[config.mk]
export PLATFORM = sky130hd
export DESIGN_NAME = key_debouncer
export DESIGN_NICKNAME = d
export VERILOG_FILES = /design/src/rtl/key_debouncer.sv
export SDC_FILE = /design/constraint.sdc
export NUM_CORES = 1
export LEC_CHECK = 0
export CAP_MARGIN = 20
export CORE_MARGIN = 2
export CORE_UTILIZATION = 40
export CTS_BUF_LIST = sky130_fd_sc_hd__clkbuf_16
export DETAILED_ROUTE_END_ITERATION = 10
export MAX_ROUTING_LAYER = met4
export PLACE_DENSITY_LB_ADDON = 0.1
export SLEW_MARGIN = 40
export SYNTH_ARGS = -nofsm -noshare
export SYNTH_HDL_FRONTEND = slang
export SYNTH_SLANG_ARGS = --single-unit
[constraint.sdc]
create_clock -name CLOCK_50 -period 2.4 [get_ports CLOCK_50]
set_input_delay 0.6 -clock CLOCK_50 [delete_from_list [all_inputs] [get_ports CLOCK_50]]
set_output_delay 0.6 -clock CLOCK_50 [all_outputs]
set_load 0.01 [all_outputs]
[src/rtl/key_debouncer.sv]
`default_nettype none
// ============================================================================
//  Module   : key_debouncer
//  Purpose  : Conditions raw board push-buttons / switches for synchronous
//             logic. Each channel is synchronised to CLOCK_50 and passed
//             through a stability counter. A new level is accepted only
//             after it has been seen for DEBOUNCE_CYCLES consecutive
//             synchronised samples. The clean level keeps the raw pin
//             polarity. One-cycle press/release strobes mark each acceptance.
//
//  Parameters
//    WIDTH           : number of independent channels
//    DEBOUNCE_CYCLES : consecutive stable samples needed to accept (>= 2)
//    ACTIVE_LOW      : 1 -> released/idle level is 1, 0 -> idle level is 0
//
//  Ports
//    CLOCK_50  in   1      system clock, rising edge
//    RST_N     in   1      synchronous active-low reset
//    KEY_RAW   in   WIDTH  asynchronous, bouncing pins
//    KEY_CLEAN out  WIDTH  debounced level, same polarity as KEY_RAW
//    PRESS     out  WIDTH  one-cycle strobe on acceptance of non-idle level
//    RELEASE   out  WIDTH  one-cycle strobe on acceptance of idle level
//
//  Revision : 1.0  initial release
// ============================================================================
module key_debouncer #(
  parameter int WIDTH           = 3,
  parameter int DEBOUNCE_CYCLES = 500000,
  parameter bit ACTIVE_LOW      = 1'b1
) (
  input  logic             CLOCK_50,
  input  logic             RST_N,
  input  logic [WIDTH-1:0] KEY_RAW,
  output logic [WIDTH-1:0] KEY_CLEAN,
  output logic [WIDTH-1:0] PRESS,
  output logic [WIDTH-1:0] RELEASE
);

  localparam int CNT_W = $clog2(DEBOUNCE_CYCLES);

  // Last count value. When the counter holds this value and the input still
  // disagrees, the current edge is the DEBOUNCE_CYCLES-th disagreeing sample.
  localparam logic [CNT_W-1:0] CNT_LAST = CNT_W'(DEBOUNCE_CYCLES - 1);

  localparam logic IDLE = ACTIVE_LOW ? 1'b1 : 1'b0;

  for (genvar ch = 0; ch < WIDTH; ch++) begin : g_chan

    // The channel state is not stored separately. It is fully implied by
    // sync2 versus stable, and decoding it keeps the two views consistent.
    typedef enum logic [0:0] {
      ST_STABLE  = 1'b0,
      ST_PENDING = 1'b1
    } state_t;

    logic             sync1;
    logic             sync2;
    logic             stable;
    logic [CNT_W-1:0] cnt;
    logic             press_q;
    logic             release_q;

    state_t           state;
    logic             stable_nxt;
    logic [CNT_W-1:0] cnt_nxt;
    logic             press_nxt;
    logic             release_nxt;

    // Next-state / next-output logic
    always_comb begin
      state       = (sync2 == stable) ? ST_STABLE : ST_PENDING;
      stable_nxt  = stable;
      cnt_nxt     = '0;
      press_nxt   = 1'b0;
      release_nxt = 1'b0;

      case (state)
        ST_STABLE: begin
          // Agreement discards any partial count, so a bounce that returns
          // to the accepted level never produces output activity.
          cnt_nxt = '0;
        end
        ST_PENDING: begin
          if (cnt == CNT_LAST) begin
            stable_nxt  = sync2;
            cnt_nxt     = '0;
            press_nxt   = (sync2 != IDLE);
            release_nxt = (sync2 == IDLE);
          end else begin
            // Cannot wrap: the counter is cleared at CNT_LAST or on agreement.
            cnt_nxt = cnt + 1'b1;
          end
        end
        default: begin
          cnt_nxt = '0;
        end
      endcase
    end

    // Registers
    always_ff @(posedge CLOCK_50) begin
      if (!RST_N) begin
        sync1     <= IDLE;
        sync2     <= IDLE;
        stable    <= IDLE;
        cnt       <= '0;
        press_q   <= 1'b0;
        release_q <= 1'b0;
      end else begin
        // Two-flop synchroniser for the asynchronous pin
        sync1     <= KEY_RAW[ch];
        sync2     <= sync1;
        stable    <= stable_nxt;
        cnt       <= cnt_nxt;
        press_q   <= press_nxt;
        release_q <= release_nxt;
      end
    end

    // All outputs come straight from flops.
    assign KEY_CLEAN[ch] = stable;
    assign PRESS[ch]     = press_q;
    assign RELEASE[ch]   = release_q;

  end : g_chan

endmodule : key_debouncer
`default_nettype wire

After elaboration in Yosys (flattened, before gate mapping)
Index checks and enable logic that the tools add are counted.

cells by class
  $add $sub $neg = 3
  eq/ne operators = 6
  mux-type cells = 9
  bitwise logic cells = 10
  reduce and logical (&&, ||, !) cells = 6

operators by type and width
  kind                   count
  $pmux 19 s2            3
  $add 19x1->19 const B  3
  $eq 19x19->1 const B   3
  $mux 19                3
  $not 1->1              10
  $reduce_or 3->1        3
  $reduce_and 2->1       3
  $eq 1x1->1             3
  $mux 1                 3

word-level totals
  flip-flop bits (word level) = 72
  input bits = 5
  word-level logic and storage cells = 52

Logic depth before layout (Yosys ltp)
Gate-level depths: netlist (run 1).

  depth after elaboration = 3
  gate-level depth with buffers = 7
  gate-level depth less buffers = 5

Worst setup path after synthesis (run 1)
Ideal clock, no wire load.

  kind = register to register
  start point = reg g_chan[0].cnt[0]
  end point = reg g_chan[0].cnt[10]
  arrival = 1676 ps
  data required time = 2283 ps
  slack = 607 ps
  cell stages (with the launch flop) = 8
  path buffers = 2
  period minus slack after synthesis = 1793 ps
  path through = dfxtp_1 -> ha_1 -> and4_1 -> clkbuf_1 -> nand3_1 -> o21bai_2 -> buf_2 -> nor2_1

between the ends
  word-level cells in the longest chain between the ends = 3
  elaborated cells between the ends (all ways) = 4

ends and longest elaborated chain
  what                                           line    RTL
  start, declared                                59      logic [CNT_W-1:0] cnt;
  start signal, assigned                         114     cnt <= cnt_nxt;
  $add 19x1->19 or $eq 19x19->1 (tied branches)  91, 84
  $mux 19 *                                      84      if (cnt == CNT_LAST) begin
  $pmux 19 s2 *                                  77      case (state)

Mark *: on every way between the ends. The rest lies on a longest branch, timed or not.
A chain may end at the register's enable or synchronous reset.

Worst setup path in the final report (run 1)
  start point = reg g_chan[0].cnt[0]
  end point = reg g_chan[0].cnt[7]

Same word-level chain as after synthesis.

==> impl_metrics.sql, run 1 <==
INSERT INTO impl_metrics (metric_group, metric, value, unit) VALUES
('yosys', 'synthesis.nets', '368', ''),
('worst_setup_path', 'critPathLaunchType', 'register', ''),
('power', 'power_density', '742', 'mW/mm^2'),
('yosys', 'synth-seq-cells', '72', ''),
('layout', 'most-common-layout-cells', 'dfxtp_1, nor2_1, xnor2_1, nand3_1, nand2_1', ''),
('layout', 'design.final.nets', '379', ''),
('yosys', 'synth-async-reset-ratio', '0', '%'),
('timing', 'timing_worst_slew_pin_value', '0.726', 'ns'),
('yosys', 'synth_top_area_cell', 'dfxtp_1', ''),
('worst_setup_path', 'crit_path_max_incr_delay', '0.64', 'ns'),
('timing', 'rsz_0062_raised_after_global_routing', 'false', ''),
('grt', 'grt_busiest_layer', 'met2', ''),
('detailed_routing', 'drt-pass1-iter-count', '4', ''),
('power', 'comb_power_share', '1.1', '%'),
('yosys', 'post_synthesis_instance_area', '0.00316', 'sq mm'),
('detailed_routing', 'routedWlPerCell', '12.9', 'microns'),
('yosys', 'synth_ff_type', 'dfxtp_1', ''),
('power', 'share_clk_of_total_power', '54.9', '%'),
('yosys', 'synth-seq-area-share', '45.6', '%'),
('power', 'internal_power', '2.22', 'mW'),
('yosys', 'synth-edff-count', '0', ''),
('run_status', 'status', 'finished clean', ''),
('clocking', 'cts.repair.resized', '0', ''),
('detailed_routing', 'route.antenna.remaining_nets', '0', ''),
('timing', 'max_freq', '514', 'MHz'),
('clocking', 'worst_skew_pair.late_latency', '0.33', 'ns'),
('timing', 'clock-skew-final', '0.00864', 'ns'),
('worst_setup_path', 'r2r_slack', '0.46', 'ns'),
('grt', 'grt_antenna_before_repair', '0', ''),
('worst_setup_path', 'critical_path.top_delay_family', 'compound AO/OA/AOI/OAI gates', ''),
('worst_setup_path', 'crit_buf_inv', '0', ''),
('yosys', 'yosys.cell_types.count', '38', ''),
('clocking', 'number_of_clock_buffers_inserted_by_tritoncts', '9', ''),
('worst_setup_path', 'crit_path_cell_trace', 'ha_1 > and4_1 > nand3_1 > o21bai_2 > nor2_1', ''),
('clocking', 'tritoncts', 'yes', ''),
('timing', 'finalHoldViolations', '0', ''),
('detailed_routing', 'drc_errors', '0', ''),
('grt', 'groute.layer.met1.usage', '20.9', '%'),
('clocking', 'clkTransAtPathRegs', '0.06', 'ns'),
('timing', 'worst_slew_slack_as_a_fraction_of_its_limit', '51.5', '%'),
('clocking', 'cts.hold.buffers_added', '0', ''),
('die', 'dieArea', '0.00863', 'sq mm'),
('worst_setup_path', 'critical_path_endpoint_category', 'register', ''),
('clocking', 'cts_max_path_buffers', '2', ''),
('power', 'net_switching_power', '514', 'uW'),
('placement', 'io_buffer_count', '13', ''),
('clocking', 'clock_tree_root', 'clkbuf_16', ''),
('timing', 'final.min_clock_period', '1.94', 'ns'),
('worst_setup_path', 'worstSetupPathType', 'register to register', ''),
('grt', 'gr-usage-met3', '5.86', '%'),
('power', 'p_leak', '1.10', 'nW'),
('power', 'worst_ir_drop_vdd', '0.000403', 'V'),
('detailed_routing', 'vias', '2470', ''),
('die', 'io_pins', '14', ''),
('timing', 'post-route-period-util', '81.0', '%'),
('layout', 'areaGrowthSynthToFinish', '16.7', '%'),
('timing', 'fin_tns_setup', '0', 'ns'),
('worst_setup_path', 'cp.required', '2.59', 'ns'),
('timing', 'maxSlewViolCount', '0', ''),
('yosys', 'synth_top_cell_area_share', '45.6', '%'),
('worst_setup_path', 'cp_max_fo', '18', ''),
('yosys', 'yosysWarnings', '0', ''),
('die', 'die_height', '92.9', 'microns'),
('worst_setup_path', 'cp_data_arrival_time', '2.13', 'ns'),
('yosys', 'syn-instance-count', '360', ''),
('layout', 'post_route_cells_drive_above_1_share', '7.98', '%'),
('layout', 'post_layout_nonfiller_instances', '478', ''),
('grt', 'global_route.usage.met2', '25.4', '%'),
('power', 'power_switching_share', '18.8', '%'),
('detailed_routing', 'postRouteWirelength', '6.19', 'mm'),
('clocking', 'cts_setup_buffers', '0', '');
[power groups by stage]
stage | Sequential [mW] | Clock (mW) | Combinational (mW)
floorplan | 1.23 | 0 | 0.0166
global placement | 1.23 | 0 | 0.0289
detailed placement | 1.23 | 0 | 0.0293
CTS | 1.21 | 1.54 | 0.0296
global route | 1.21 | 1.59 | 0.0331
finish | 1.21 | 1.50 | 0.0288
[cells in the mapped netlist (all sizes together) (2+ instances only)]
master and number:
or3 10, nor4b 3, o21ai 10, nor4bb 2, xnor2 26, o31ai 3
xor2 15, and4 4, inv 10, nor4 17, a21oi 13, nor3 7
and3 4, or4 4, clkbuf 6, dfxtp 72, nand2b 6, buf 13
ha 3, nand3 27, nor3b 2, nand2 23, o41ai 2, nor2 52
nand4b 2, o21bai 3, nand4 14, and2 2
[registers in the layout, indices dropped and copies added (netlist names)]
| name | count |
|---|---|
| g_chan.stable | 3 |
| g_chan.cnt | 57 |
| g_chan.press_q | 3 |
| g_chan.sync1 | 3 |
| g_chan.sync2 | 3 |
| g_chan.release_q | 3 |
[cell type report]
type	instances	area, sq um
clock buffer	9	225
inverter	10	37.5
clock inverter	7	111
fill	782	4000
multi-input combinational	259	1570
timing repair buffer	19	175
tap	102	128
sequential	72	1440
[metrics by stage]
| stage | setup slack (ns) | power, mW | cell area (sq um) | hold WS (ns) |
|---|---|---|---|---|
| 2_1_floorplan | 0.607 | 1.25 | 3160 | 0.386 |
| 3_3_place_gp | 0.371 | 1.26 | 3350 | 0.390 |
| 3_5_place_dp | 0.321 | 1.26 | 3350 | 0.392 |
| 4_1_cts | 0.411 | 2.78 | 3690 | 0.408 |
| 5_1_grt | 0.228 | 2.83 | 3690 | 0.441 |
| 6_report | 0.455 | 2.74 | 3690 | 0.405 |
[path summary, 6_finish.rpt]
path / start / to / cells past startpoint
max: g_chan[0].cnt[0]$_SDFF_PP0_ / g_chan[0].cnt[7]$_SDFF_PP0_ / 5
min: g_chan[2].sync1$_SDFF_PN1_ / g_chan[2].sync2$_SDFF_PN1_ / 1
max reg2reg: g_chan[0].cnt[0]$_SDFF_PP0_ / g_chan[0].cnt[7]$_SDFF_PP0_ / 5
min reg2reg: g_chan[2].sync1$_SDFF_PN1_ / g_chan[2].sync2$_SDFF_PN1_ / 1
[cell families (layout without fill, tap and decap cells)]
logic type	count (synthesis)	count (layout)	synth area share [%]
adders and majority gates	3	3	1.19
DFF	72	72	45.6
and+or+nand+nor	183	183	31.0
buffers and inverters	29	45	4.75
xor gates and xnor gates	41	41	11.4
AOI/OAI and AO/OA	32	32	6.13
[routing by layer]
layer	vias up	share of wire [%]
met3	11	3.7
met2	34	44
met5	-	0
met4	0	1.8
met1	1149	51
li1	1276	-
No activity file was read; power rests on OpenSTA's default activity.
==> run 2, diff against run 1 <==
Clock period 2.4 ns to 2 ns, I/O delays scaled along.
==> run 2 against run 1 <==
Compared with the run above:
- total power increased by 16%
- sequential share of layout area decreased by 0.59 points
- clock-buffer cell count unchanged
- utilization increased by 0.73 points
- sequential power increased by 20%
- die area unchanged
- clock power increased by 13%
- final area increased by 1.5%
- final cell count increased by 2.1%
- critical endpoint unchanged
==> impl_metrics.sql, run 2 (synthesis gave the netlist of run 1 again) <==
INSERT INTO impl_metrics (metric_group, metric, value, unit) VALUES
('clocking', 'number_of_clock_buffers_inserted_by_tritoncts', '9', ''),
('layout', 'num_antenna_cells', '0', ''),
('power', 'comb_power_share', '1.1', '%'),
('worst_setup_path', 'cp_data_arrival_time', '2.00', 'ns'),
('grt', 'grt_antenna_before_repair', '0', ''),
('worst_hold_path', 'timing.hold.worst.class', 'register to register', ''),
('timing', 'max_freq', '549', 'MHz'),
('clocking', 'cts_setup_buffers', '0', ''),
('power', 'share_clk_of_total_power', '53.2', '%'),
('timing', 'rsz_0062_raised_after_global_routing', 'false', ''),
('power', 'internal_power', '2.54', 'mW'),
('power', 'power_frac_seq', '45.6', '%'),
('clocking', 'worst_skew_pair.late_latency', '0.33', 'ns'),
('worst_setup_path', 'critPathLaunchType', 'register', ''),
('die', 'core_region_area', '0.00769', 'sq mm'),
('timing', 'post-route-period-util', '91.1', '%'),
('power', 'p_leak', '1.13', 'nW'),
('timing', 'maxSlewViolCount', '0', ''),
('grt', 'grt_pass1_vias', '2192', ''),
('detailed_routing', 'routedWlPerCell', '12.7', 'microns'),
('die', 'start_util', '41.1', '%'),
('timing', 'final_setup_fails', '0', ''),
('clocking', 'clock_tree_root', 'clkbuf_16', ''),
('timing', 'final.min_clock_period', '1.82', 'ns'),
('power', 'power_density', '846', 'mW/mm^2'),
('placement', 'gp_routability_congestion', '0.825', ''),
('clocking', 'clkTransAtPathRegs', '0.06', 'ns'),
('layout', 'most-common-layout-cells', 'dfxtp_1, nor2_1, xnor2_1, nand3_1, nand2_1', ''),
('layout', 'finish.utilization', '48.7', '%'),
('clocking', 'cts.hold.buffers_added', '0', ''),
('detailed_routing', 'postRouteWirelength', '6.21', 'mm'),
('detailed_routing', 'drt-pass1-iter-count', '4', ''),
('timing', 'finalHoldViolations', '0', ''),
('layout', 'layout_commonest_cell', 'dfxtp_1', ''),
('power', 'net_switching_power', '630', 'uW'),
('timing', 'clock-skew-final', '0.00621', 'ns'),
('die', 'io_pins', '14', ''),
('clocking', 'clock_sink_count', '72', ''),
('detailed_routing', 'dr.first_iter.drc_count', '146', ''),
('clocking', 'cts_max_path_buffers', '2', ''),
('grt', 'grtUsageTotal', '16.3', '%'),
('placement', 'detailed_place_hpwl', '4.27', 'mm'),
('worst_setup_path', 'cp.required', '2.18', 'ns'),
('flow_run', 'drv.max_cap_violation_count', '0', ''),
('grt', 'globalRoute.totalOverflow', '0', ''),
('layout', 'number_of_flip_flops_under_the_largest_register_name', '57', ''),
('die', 'std_cell_rows', '32', ''),
('worst_setup_path', 'critical_path_endpoint_category', 'register', ''),
('clocking', 'htree_num_levels', '3', ''),
('detailed_routing', 'route.antenna.remaining_nets', '0', ''),
('timing', 'worst_slew_slack_as_a_fraction_of_its_limit', '47.9', '%'),
('grt', 'grt_first_pass_wirelength', '10.8', 'mm'),
('detailed_routing', 'detail_route.vias_per_cell', '5.05', ''),
('layout', 'design.final.nets', '390', ''),
('layout', 'post_route_cells_drive_above_1_share', '10.6', '%'),
('clocking', 'tritoncts', 'yes', ''),
('timing', 'timing_worst_slew_pin_value', '0.781', 'ns'),
('power', 'worst_ir_drop_vdd', '0.000431', 'V'),
('placement', 'io_buffer_count', '13', ''),
('layout', 'post_layout_nonfiller_instances', '488', ''),
('die', 'die_w', '92.9', 'microns'),
('layout', 'top_register', 'g_chan.cnt', ''),
('grt', 'grt_start_max_net_pins', '19', ''),
('run_status', 'status', 'finished clean', ''),
('placement', 'dp.cells', '473', ''),
('detailed_routing', 'vias', '2463', ''),
('clocking', 'cts.repair.resized', '0', ''),
('layout', 'areaGrowthSynthToFinish', '18.4', '%'),
('timing', 'fin_tns_setup', '0', 'ns'),
('die', 'dieArea', '0.00863', 'sq mm'),
('worst_setup_path', 'cp_max_fo', '18', ''),
('power', 'power_switching_share', '19.9', '%'),
('worst_setup_path', 'worstSetupPathType', 'register to register', ''),
('die', 'die_height', '92.9', 'microns'),
('detailed_routing', 'drc_errors', '0', '');
==> run 2: power groups by stage <==
stage	sequential (mW)	clock, mW	combinational, mW
6_report	1.45	1.69	0.0360
5_1_grt	1.45	1.80	0.0411
4_1_cts	1.45	1.74	0.0368
3_5_place_dp	1.48	0	0.0366
3_3_place_gp	1.48	0	0.0364
2_1_floorplan	1.48	0	0.0199
==> run 2: worst max-delay path, stage by stage (launching register included) <==
cell,delay (ns)
dfxtp_1,0.37
ha_1,0.19
and4_1,0.24
nand3_1,0.11
o21bai_2,0.66
nor2_1,0.11
==> run 2: path summary, 6_finish.rpt <==
path | start | to | slack, ns | cells past startpoint
worst min register to register | g_chan[2].sync1$_SDFF_PN1_ | g_chan[2].sync2$_SDFF_PN1_ | 0.40 | 1
worst min-delay path | g_chan[2].sync1$_SDFF_PN1_ | g_chan[2].sync2$_SDFF_PN1_ | 0.40 | 1
worst max register to register | g_chan[0].cnt[0]$_SDFF_PP0_ | g_chan[0].cnt[7]$_SDFF_PP0_ | 0.18 | 5
worst max-delay path | g_chan[0].cnt[0]$_SDFF_PP0_ | g_chan[0].cnt[7]$_SDFF_PP0_ | 0.18 | 5
==> run 2: final cells by class <==
| cell class | instances | area, sq um |
|---|---|---|
| Fill cell | 770 | 3940 |
| Sequential cell | 72 | 1440 |
| Clock buffer | 9 | 225 |
| Clock inverter | 6 | 85.1 |
| Inverter | 10 | 37.5 |
| Multi-Input combinational cell | 259 | 1570 |
| Timing Repair Buffer | 30 | 258 |
| Tap cell | 102 | 128 |
==> run 2: layer usage <==
metal / vias to the layer above / global-route usage (%) / wire length (microns)
met5: - / - / 0
met4: 0 / 4.90 / 38
met2: 37 / 22.7 / 2660
li1: 1306 / - / -
met3: 5 / 5.53 / 214
met1: 1115 / 22.3 / 3290
==> run 2: stage by stage <==
stage | setup WS [ns] | power, mW | hold slack [ns] | cell area [sq um]
floorplan | 0.207 | 1.50 | 0.386 | 3160
global placement | 0.0480 | 1.51 | 0.390 | 3430
detailed placement | 0.0229 | 1.51 | 0.391 | 3430
CTS | 0.162 | 3.22 | 0.405 | 3740
global route | 0.00883 | 3.29 | 0.436 | 3740
finish | 0.178 | 3.17 | 0.404 | 3740
